[config.mk]
export PLATFORM = sky130hd
export DESIGN_NAME = univ_reg_setres_flat
export DESIGN_NICKNAME = d
export VERILOG_FILES = /design/src/rtl/univ_reg_setres_pkg.sv /design/src/rtl/univ_reg_setres_if.sv /design/src/rtl/univ_reg_setres_next.sv /design/src/rtl/univ_reg_setres.sv /design/src/flat_wrapper.sv
export SDC_FILE = /design/constraint.sdc
export NUM_CORES = 1
export LEC_CHECK = 0
export CAP_MARGIN = 40
export CORE_MARGIN = 3
export CORE_UTILIZATION = 52
export DETAILED_ROUTE_END_ITERATION = 7
export PLACE_DENSITY = 0.95
export REMOVE_ABC_BUFFERS = 1
export SLEW_MARGIN = 20
export SYNTH_ARGS = -nofsm -noshare
export SYNTH_HDL_FRONTEND = slang
export SYNTH_SLANG_ARGS = --single-unit
[constraint.sdc]
create_clock -name clk -period 4 [get_ports clk]
set_clock_uncertainty 0.2 [all_clocks]
set_input_delay 1 -clock clk [delete_from_list [all_inputs] [get_ports clk]]
set_output_delay 1 -clock clk [all_outputs]
set_load 0.05 [all_outputs]
[src/rtl/univ_reg_setres_pkg.sv]
// Shared definitions for the universal register: operation codes and mode type.
package univ_reg_pkg;

  typedef logic [2:0] univ_mode_t;

  localparam univ_mode_t MODE_HOLD = 3'd0;
  localparam univ_mode_t MODE_LOAD = 3'd1;
  localparam univ_mode_t MODE_SHL  = 3'd2;
  localparam univ_mode_t MODE_SHR  = 3'd3;
  localparam univ_mode_t MODE_ROL  = 3'd4;
  localparam univ_mode_t MODE_ROR  = 3'd5;
  localparam univ_mode_t MODE_INC  = 3'd6;
  localparam univ_mode_t MODE_DEC  = 3'd7;

endpackage : univ_reg_pkg

[src/rtl/univ_reg_setres_if.sv]
// Control/data bundle of the universal register.
// The master drives the controls and observes the register; the slave is the register.
interface univ_reg_setres_if #(
  parameter int WIDTH = 8
);
  import univ_reg_pkg::*;

  logic             clr;
  logic             set;
  logic             en;
  univ_mode_t       mode;
  logic [WIDTH-1:0] d;
  logic             sin_l;
  logic             sin_r;
  logic [WIDTH-1:0] q;
  logic             sout_l;
  logic             sout_r;
  logic             wrap;
  logic             zero;

  modport master (
    output clr, set, en, mode, d, sin_l, sin_r,
    input  q, sout_l, sout_r, wrap, zero
  );

  modport slave (
    input  clr, set, en, mode, d, sin_l, sin_r,
    output q, sout_l, sout_r, wrap, zero
  );

endinterface : univ_reg_setres_if

[src/rtl/univ_reg_setres_next.sv]
// Combinational next-state function of the universal register for one mode
// operation, plus detection of an INC/DEC wrap-around.
module univ_reg_next
  import univ_reg_pkg::*;
#(
  parameter int WIDTH = 8
) (
  input  logic [WIDTH-1:0] q_i,
  input  univ_mode_t       mode_i,
  input  logic [WIDTH-1:0] d_i,
  input  logic             sin_l_i,
  input  logic             sin_r_i,
  output logic [WIDTH-1:0] q_o,
  output logic             wrap_o
);

  localparam logic [WIDTH-1:0] ONE      = WIDTH'(1);
  localparam logic [WIDTH-1:0] ALL_ONES = '1;

  // Every 3-bit code is decoded explicitly; wrap only on INC/DEC overflow.
  always_comb begin
    q_o    = q_i;
    wrap_o = 1'b0;
    case (mode_i)
      MODE_HOLD: q_o = q_i;
      MODE_LOAD: q_o = d_i;
      MODE_SHL:  q_o = {q_i[WIDTH-2:0], sin_r_i};
      MODE_SHR:  q_o = {sin_l_i, q_i[WIDTH-1:1]};
      MODE_ROL:  q_o = {q_i[WIDTH-2:0], q_i[WIDTH-1]};
      MODE_ROR:  q_o = {q_i[0], q_i[WIDTH-1:1]};
      MODE_INC: begin
        q_o    = q_i + ONE;
        wrap_o = (q_i == ALL_ONES);
      end
      MODE_DEC: begin
        q_o    = q_i - ONE;
        wrap_o = (q_i == '0);
      end
      default: begin
        q_o    = q_i;
        wrap_o = 1'b0;
      end
    endcase
  end

endmodule : univ_reg_next

[src/rtl/univ_reg_setres.sv]
// Universal WIDTH-bit register: async active-low reset, sync clear/set,
// clock-enabled hold/load/shift/rotate/count, serial taps and a wrap pulse.
module univ_reg_setres
  import univ_reg_pkg::*;
#(
  parameter int               WIDTH   = 8,
  parameter logic [WIDTH-1:0] RST_VAL = '0,
  parameter logic [WIDTH-1:0] SET_VAL = '1
) (
  input  logic             clk,
  input  logic             rst_n,
  univ_reg_setres_if.slave bus
);

  logic [WIDTH-1:0] q_q, q_d;
  logic             wrap_q, wrap_d;
  logic [WIDTH-1:0] op_q;
  logic             op_wrap;

  univ_reg_next #(.WIDTH(WIDTH)) u_next (
    .q_i     (q_q),
    .mode_i  (bus.mode),
    .d_i     (bus.d),
    .sin_l_i (bus.sin_l),
    .sin_r_i (bus.sin_r),
    .q_o     (op_q),
    .wrap_o  (op_wrap)
  );

  // Priority: clr over set over enabled mode op; wrap only survives an enabled op.
  always_comb begin
    q_d    = q_q;
    wrap_d = 1'b0;
    if (bus.clr) begin
      q_d = RST_VAL;
    end else if (bus.set) begin
      q_d = SET_VAL;
    end else if (bus.en) begin
      q_d    = op_q;
      wrap_d = op_wrap;
    end
  end

  // Storage: async reset aborts any in-flight operation immediately.
  always_ff @(posedge clk or negedge rst_n) begin
    if (!rst_n) begin
      q_q    <= RST_VAL;
      wrap_q <= 1'b0;
    end else begin
      q_q    <= q_d;
      wrap_q <= wrap_d;
    end
  end

  assign bus.q      = q_q;
  assign bus.wrap   = wrap_q;
  assign bus.sout_l = q_q[WIDTH-1];
  assign bus.sout_r = q_q[0];
  assign bus.zero   = (q_q == '0);

endmodule : univ_reg_setres

[src/flat_wrapper.sv]
// flat-port wrapper written by rule: the top's interface ports become plain ports
module univ_reg_setres_flat import univ_reg_pkg::*;
#(
  parameter int               WIDTH   = 8,
  parameter logic [WIDTH-1:0] RST_VAL = '0,
  parameter logic [WIDTH-1:0] SET_VAL = '1
)
  (clk, rst_n, bus_clr, bus_set, bus_en, bus_mode, bus_d, bus_sin_l, bus_sin_r, bus_q, bus_sout_l, bus_sout_r, bus_wrap, bus_zero);
  univ_reg_setres_if #(.WIDTH(WIDTH)) bus_i ();
  input  logic clk;
  input  logic rst_n;
  input wire logic [$bits(bus_i.clr)-1:0] bus_clr;
  input wire logic [$bits(bus_i.set)-1:0] bus_set;
  input wire logic [$bits(bus_i.en)-1:0] bus_en;
  input wire logic [$bits(bus_i.mode)-1:0] bus_mode;
  input wire logic [$bits(bus_i.d)-1:0] bus_d;
  input wire logic [$bits(bus_i.sin_l)-1:0] bus_sin_l;
  input wire logic [$bits(bus_i.sin_r)-1:0] bus_sin_r;
  output wire logic [$bits(bus_i.q)-1:0] bus_q;
  output wire logic [$bits(bus_i.sout_l)-1:0] bus_sout_l;
  output wire logic [$bits(bus_i.sout_r)-1:0] bus_sout_r;
  output wire logic [$bits(bus_i.wrap)-1:0] bus_wrap;
  output wire logic [$bits(bus_i.zero)-1:0] bus_zero;
  assign bus_i.clr = bus_clr;
  assign bus_i.set = bus_set;
  assign bus_i.en = bus_en;
  assign bus_i.mode = bus_mode;
  assign bus_i.d = bus_d;
  assign bus_i.sin_l = bus_sin_l;
  assign bus_i.sin_r = bus_sin_r;
  assign bus_q = bus_i.q;
  assign bus_sout_l = bus_i.sout_l;
  assign bus_sout_r = bus_i.sout_r;
  assign bus_wrap = bus_i.wrap;
  assign bus_zero = bus_i.zero;
  univ_reg_setres #(.WIDTH(WIDTH), .RST_VAL(RST_VAL), .SET_VAL(SET_VAL)) u_core (.clk(clk), .rst_n(rst_n), .bus(bus_i));
endmodule
# --- Yosys cells after proc, flatten, opt, wreduce, memory -nomap -nowiden ---
# Cells that the tools add are included.
word_totals:
  reg_bits: 9
  input_bits: 18
  output_inout_bits: 12
  elab_cells: 25
classes:
  addsub: 2
  eq_ne: 9
  muxes: 8
  reduce_logical: 4
op_table:
  columns: ["cell", "count"]
  rows:
  - ["8-bit case mux with 7 select lines", 1]
  - ["8-bit 2-to-1 mux", 3]
  - ["3-bit == test, second input constant", 4]
  - ["8-bit by 1-bit adder with 8-bit output, second input constant", 1]
  - ["8-bit == test, second input constant", 1]
  - ["8-bit zero test", 1]
  - ["8-bit by 1-bit subtractor with 8-bit output, second input constant", 1]
  - ["3-bit by 2-bit == test with 1-bit output, second input constant", 2]
  - ["3-bit by 1-bit == test with 1-bit output, second input constant", 1]
  - ["3-bit zero test", 1]
  - ["1-bit 2-to-1 mux", 3]
  - ["3-bit != test, second input constant", 1]
  - ["3-bit nonzero test", 1]
  - ["1-bit case mux with 2 select lines", 1]
  - ["2-bit AND reduction", 1]

# --- Logic depth before layout (Yosys ltp) ---
depth:
  depth_word: 5
  depth_mapped: 9
  mapped_depth_nobuf: 7

# --- Cells and area by module ---
# Synthesis repeated with hierarchy kept, for this count alone.
hier_totals:
  cells_unflattened: 152
  area_unflattened_um2: 1169.9
modules_own_cells:
  columns: ["module", "instances", "cells_each", "area_each_um2", "seq_area_each_um2"]
  rows:
  - ["univ_reg_next", 1, 117, 769.5, 0.0]
  - ["univ_reg_setres", 1, 35, 400.4, 225.2]

# --- Worst setup path before layout ---
# No wires, ideal clock.
synth_timing:
  kind: "in2reg"
  from: "in bus_mode[2]"
  to: "reg u_core.q_q[6], in the netlist u_core.bus.q[6]"
  arrival_ps: 3171
  slack_ps: 505
  cell_stages: 9
  path_buffers: 2
  cell_sequence: "buf_2 nand3_1 clkbuf_1 xnor2_1 ha_1 or4_1 or4_4 a31o_1 a211o_1"
synth_between:
  elab_chain_cells: 5
synth_rtl:
  columns: ["element", "line_no", "text"]
  rows:
  - ["start, declared", "flat_wrapper.sv:15", "input wire logic [$bits(bus_i.mode)-1:0] bus_mode;"]
  - ["3-bit == test, or another cell as far along", "univ_reg_setres_next.sv:24", "case (mode_i)"]
  - ["8-bit case mux with 7 select lines", "univ_reg_setres_next.sv:24", null]
  - ["8-bit 2-to-1 mux", "univ_reg_setres.sv:38", "end else if (bus.en) begin"]
  - ["8-bit 2-to-1 mux", "univ_reg_setres.sv:36", "end else if (bus.set) begin"]
  - ["8-bit 2-to-1 mux", "univ_reg_setres.sv:34", "if (bus.clr) begin"]
  - ["end signal, assigned", "univ_reg_setres.sv:50", "q_q <= q_d;"]
  - ["end, declared", "univ_reg_setres.sv:15", "logic [WIDTH-1:0] q_q, q_d;"]
# Parallel ways exist; a longest one is shown, timed or not. The select of a mux whose other input is x is not followed.
# A chain may end at the register's enable or synchronous reset.

# --- Final worst setup path ---
layout_timing:
  from: "reg u_core.q_q[3], in the netlist u_core.bus.q[3]"
  to: "out bus_zero"
layout_between:
  elab_chain_cells: 1
layout_rtl:
  columns: ["element", "line_no", "text"]
  rows:
  - ["8-bit zero test", "univ_reg_setres.sv:59", "assign bus.zero = (q_q == '0);"]
  - ["end, declared", "flat_wrapper.sv:23", "output wire logic [$bits(bus_i.zero)-1:0] bus_zero;"]
# No other way between the ends.

==> results.ini <==
[grt]
busiest_layer=met2
use_met2_pct=46.2
overflow=0
track_usage_pct=26.8
grt_max_degree=31
antenna_found_initial=0
gr-usage-met1_pct=32.5
grt_pass1_vias=1168
grt_pass1_wl_um=5400
grt_use_met3_pct=3.99

[power]
switchingPower_uw=163
clock_power_share_pct=19.1
max-vdd-ir-drop_mv=0.216
swShare_pct=43.3
p_int_uw=213
comb_power_share_pct=47.3
power_density_mw_per_mm2=263
seq_power_share_pct=33.6
power.leakage_nw=0.518

[timing]
slew_viol_final=0
period_minus_slack_ps=3590
hold_viol=0
timing.setup.tns_ps=0
slew_headroom_pct=61.0
fmax_mhz=278
fin_crit_sh_pct=89.8
finalSetupViolations=0
rsz0062_at_grt=false
worstMarginPinSlew_ps=571

[placement]
detailed_place_hpwl_um=2380
globalplace.congestion=0.870
port-buffer-count=29

[critical_path]
path_max_fanout=12
cp-end-kind=output port
rrSetupSlack_ps=1330
crit_required_ps=2800
reg2regPathDepth=6
start_kind=flip-flop
r2r-end=u_core.bus.q[6]$_DFFE_PN0P_
r2r-start=u_core.bus.q[1]$_DFFE_PN0P_
worst-setup-path-type=reg2out
crit_arrival_ps=2390

[synthesis]
syn_area_mm2=0.00111
synth_seq_cells=9
synthCells=142
post-synth-top-area-fraction_pct=20.3
synth.distinct_cells=56
synth_flop_cell=dfrtp_1
ys_top_cells_by_area=dfrtp_1 20%, a211oi_1 4.7%, mux2i_1 4.5%
syn_avg_cell_area_um2=7.82
synth_edf_count=0
ys_seq_area_share_pct=20.3
synth-warning-count=0
async_reset_ff_share_pct=100
synth_top_area_cell=dfrtp_1

[floorplan]
initial_core_util_pct=56.0
num_rows=16
die_x_um=52.2
io_pins=30
core_area_mm2=0.00198
die_h_um=52.2
die_area_mm2=0.00272

[clock_tree]
postCtsHoldBufs=0
cts_buffers=3
postCtsSetupRepairBufs=0
insertion_delay_ps=270
root_buffer=clkbuf_4
cts_sinks=9
clkTransAtPathRegs_ps=60
htreeDepth=1
clockBufferDepth=2
cts_resized=0
cts_tree=done

[hold_path]
min_from=u_core.bus.q[6]$_DFFE_PN0P_
hold_depth=1
min_to=u_core.bus.q[6]$_DFFE_PN0P_
hp-class=reg2reg

[routing]
routed_wl_um=3320
drtPass1Iterations=4
drtIter0Drc=36
ant_nets=0
remaining_drc_errors=0
dr_total_vias=1274
wl_per_cell_um=17.2
vias_per_cell=6.60

[final_layout]
nets=186
antenna_cells=0
fill_cells=157
final_cell_mix=29 x clkdlybuf4s50_1, 9 x nor2_1, 9 x dfrtp_1, 8 x nand2_1, 8 x o21ai_0
area_growth_pct=29.3
final_core_util_pct=72.4
final_common_cell=clkdlybuf4s50_1
drive_gt1_share_pct=12.0

[status]
status=finished, final reports clean

[job]
drv_cap=0

-- worst max-delay path: stages, from the launching register on --
cell,delay (ps)
dfrtp_1,510
or4_4,590
nor3_2,200
clkdlybuf4s50_1,830
-- registers in the layout, summed over array words and instances (netlist names) --
| register | cells |
|---|---|
| u_core.bus.q | 8 |
| u_core.bus.wrap | 1 |
-- routing by layer --
layer / vias up / routed length [µm]
met5: - / 0
met4: 0 / 95
met3: 10 / 237
met2: 64 / 1680
met1: 603 / 1300
li1: 597 / -
-- final cells by class --
cell class	count	area [µm²]	share of cell area (%)
clock buffers	4	26.3	1.83
inverters	5	18.8	1.31
multi-input cells	112	788	54.9
flip-flops and latches	9	225	15.7
well taps	27	33.8	2.35
repair buffers	36	343	23.9
-- worst max path at each step --
stage,startpoint,endpoint,cells past startpoint
5_1_grt,u_core.bus.q[3]$_DFFE_PN0P_,bus_zero,3
4_1_cts,u_core.bus.q[3]$_DFFE_PN0P_,bus_zero,3
2_1_floorplan,bus_mode[0],u_core.bus.q[6]$_DFFE_PN0P_,7
3_3_place_gp,bus_mode[0],u_core.bus.q[6]$_DFFE_PN0P_,8
6_report,u_core.bus.q[3]$_DFFE_PN0P_,bus_zero,3
3_5_place_dp,bus_mode[1],u_core.bus.q[6]$_DFFE_PN0P_,8
-- metrics by stage --
stage	setup WS, ps	instance area (µm²)	hold WS [ps]	instances	total power, mW
CTS	401	1440	505	193	0.377
detailed placement	320	1410	486	189	0.304
floorplan	665	1030	504	126	0.223
global placement	369	1410	474	189	0.299
global route	293	1440	543	193	0.400
finish	407	1440	516	193	0.377
-- Yosys cell counts, drive strengths merged (2+ instances only) --
library cell	instances
nor4b	2
nand3	4
or4	4
nand3b	5
o21ai	8
a2111oi	4
mux2i	5
nor2	9
nor2b	2
nand2	8
clkbuf	10
nand4	3
or3	5
nand4b	3
and4	2
a21oi	4
a31oi	2
nor3	4
dfrtp	9
nand2b	4
buf	6
a211oi	7
inv	5
a31o	2
-- cells by family (layout without fill, tap and decap cells) --
logic type / after synthesis / after routing / synth area share (%)
buffers and inverters: 21 / 45 / 8.68
adders and majority gates: 1 / 1 / 1.13
DFF: 9 / 9 / 20.3
muxes: 6 / 6 / 5.52
xor gates and xnor gates: 2 / 2 / 1.58
and+or+nand+nor: 61 / 61 / 34.5
AOI/OAI and AO/OA: 42 / 42 / 28.3
-- power by group through the flow --
stage	Sequential [mW]	Combinational [mW]	Clock, mW
finish	0.126	0.178	0.0720
global route	0.128	0.192	0.0798
CTS	0.126	0.178	0.0737
detailed placement	0.127	0.177	0
global placement	0.126	0.173	0
floorplan	0.160	0.0629	0
No activity file was read; power rests on OpenSTA's default activity.
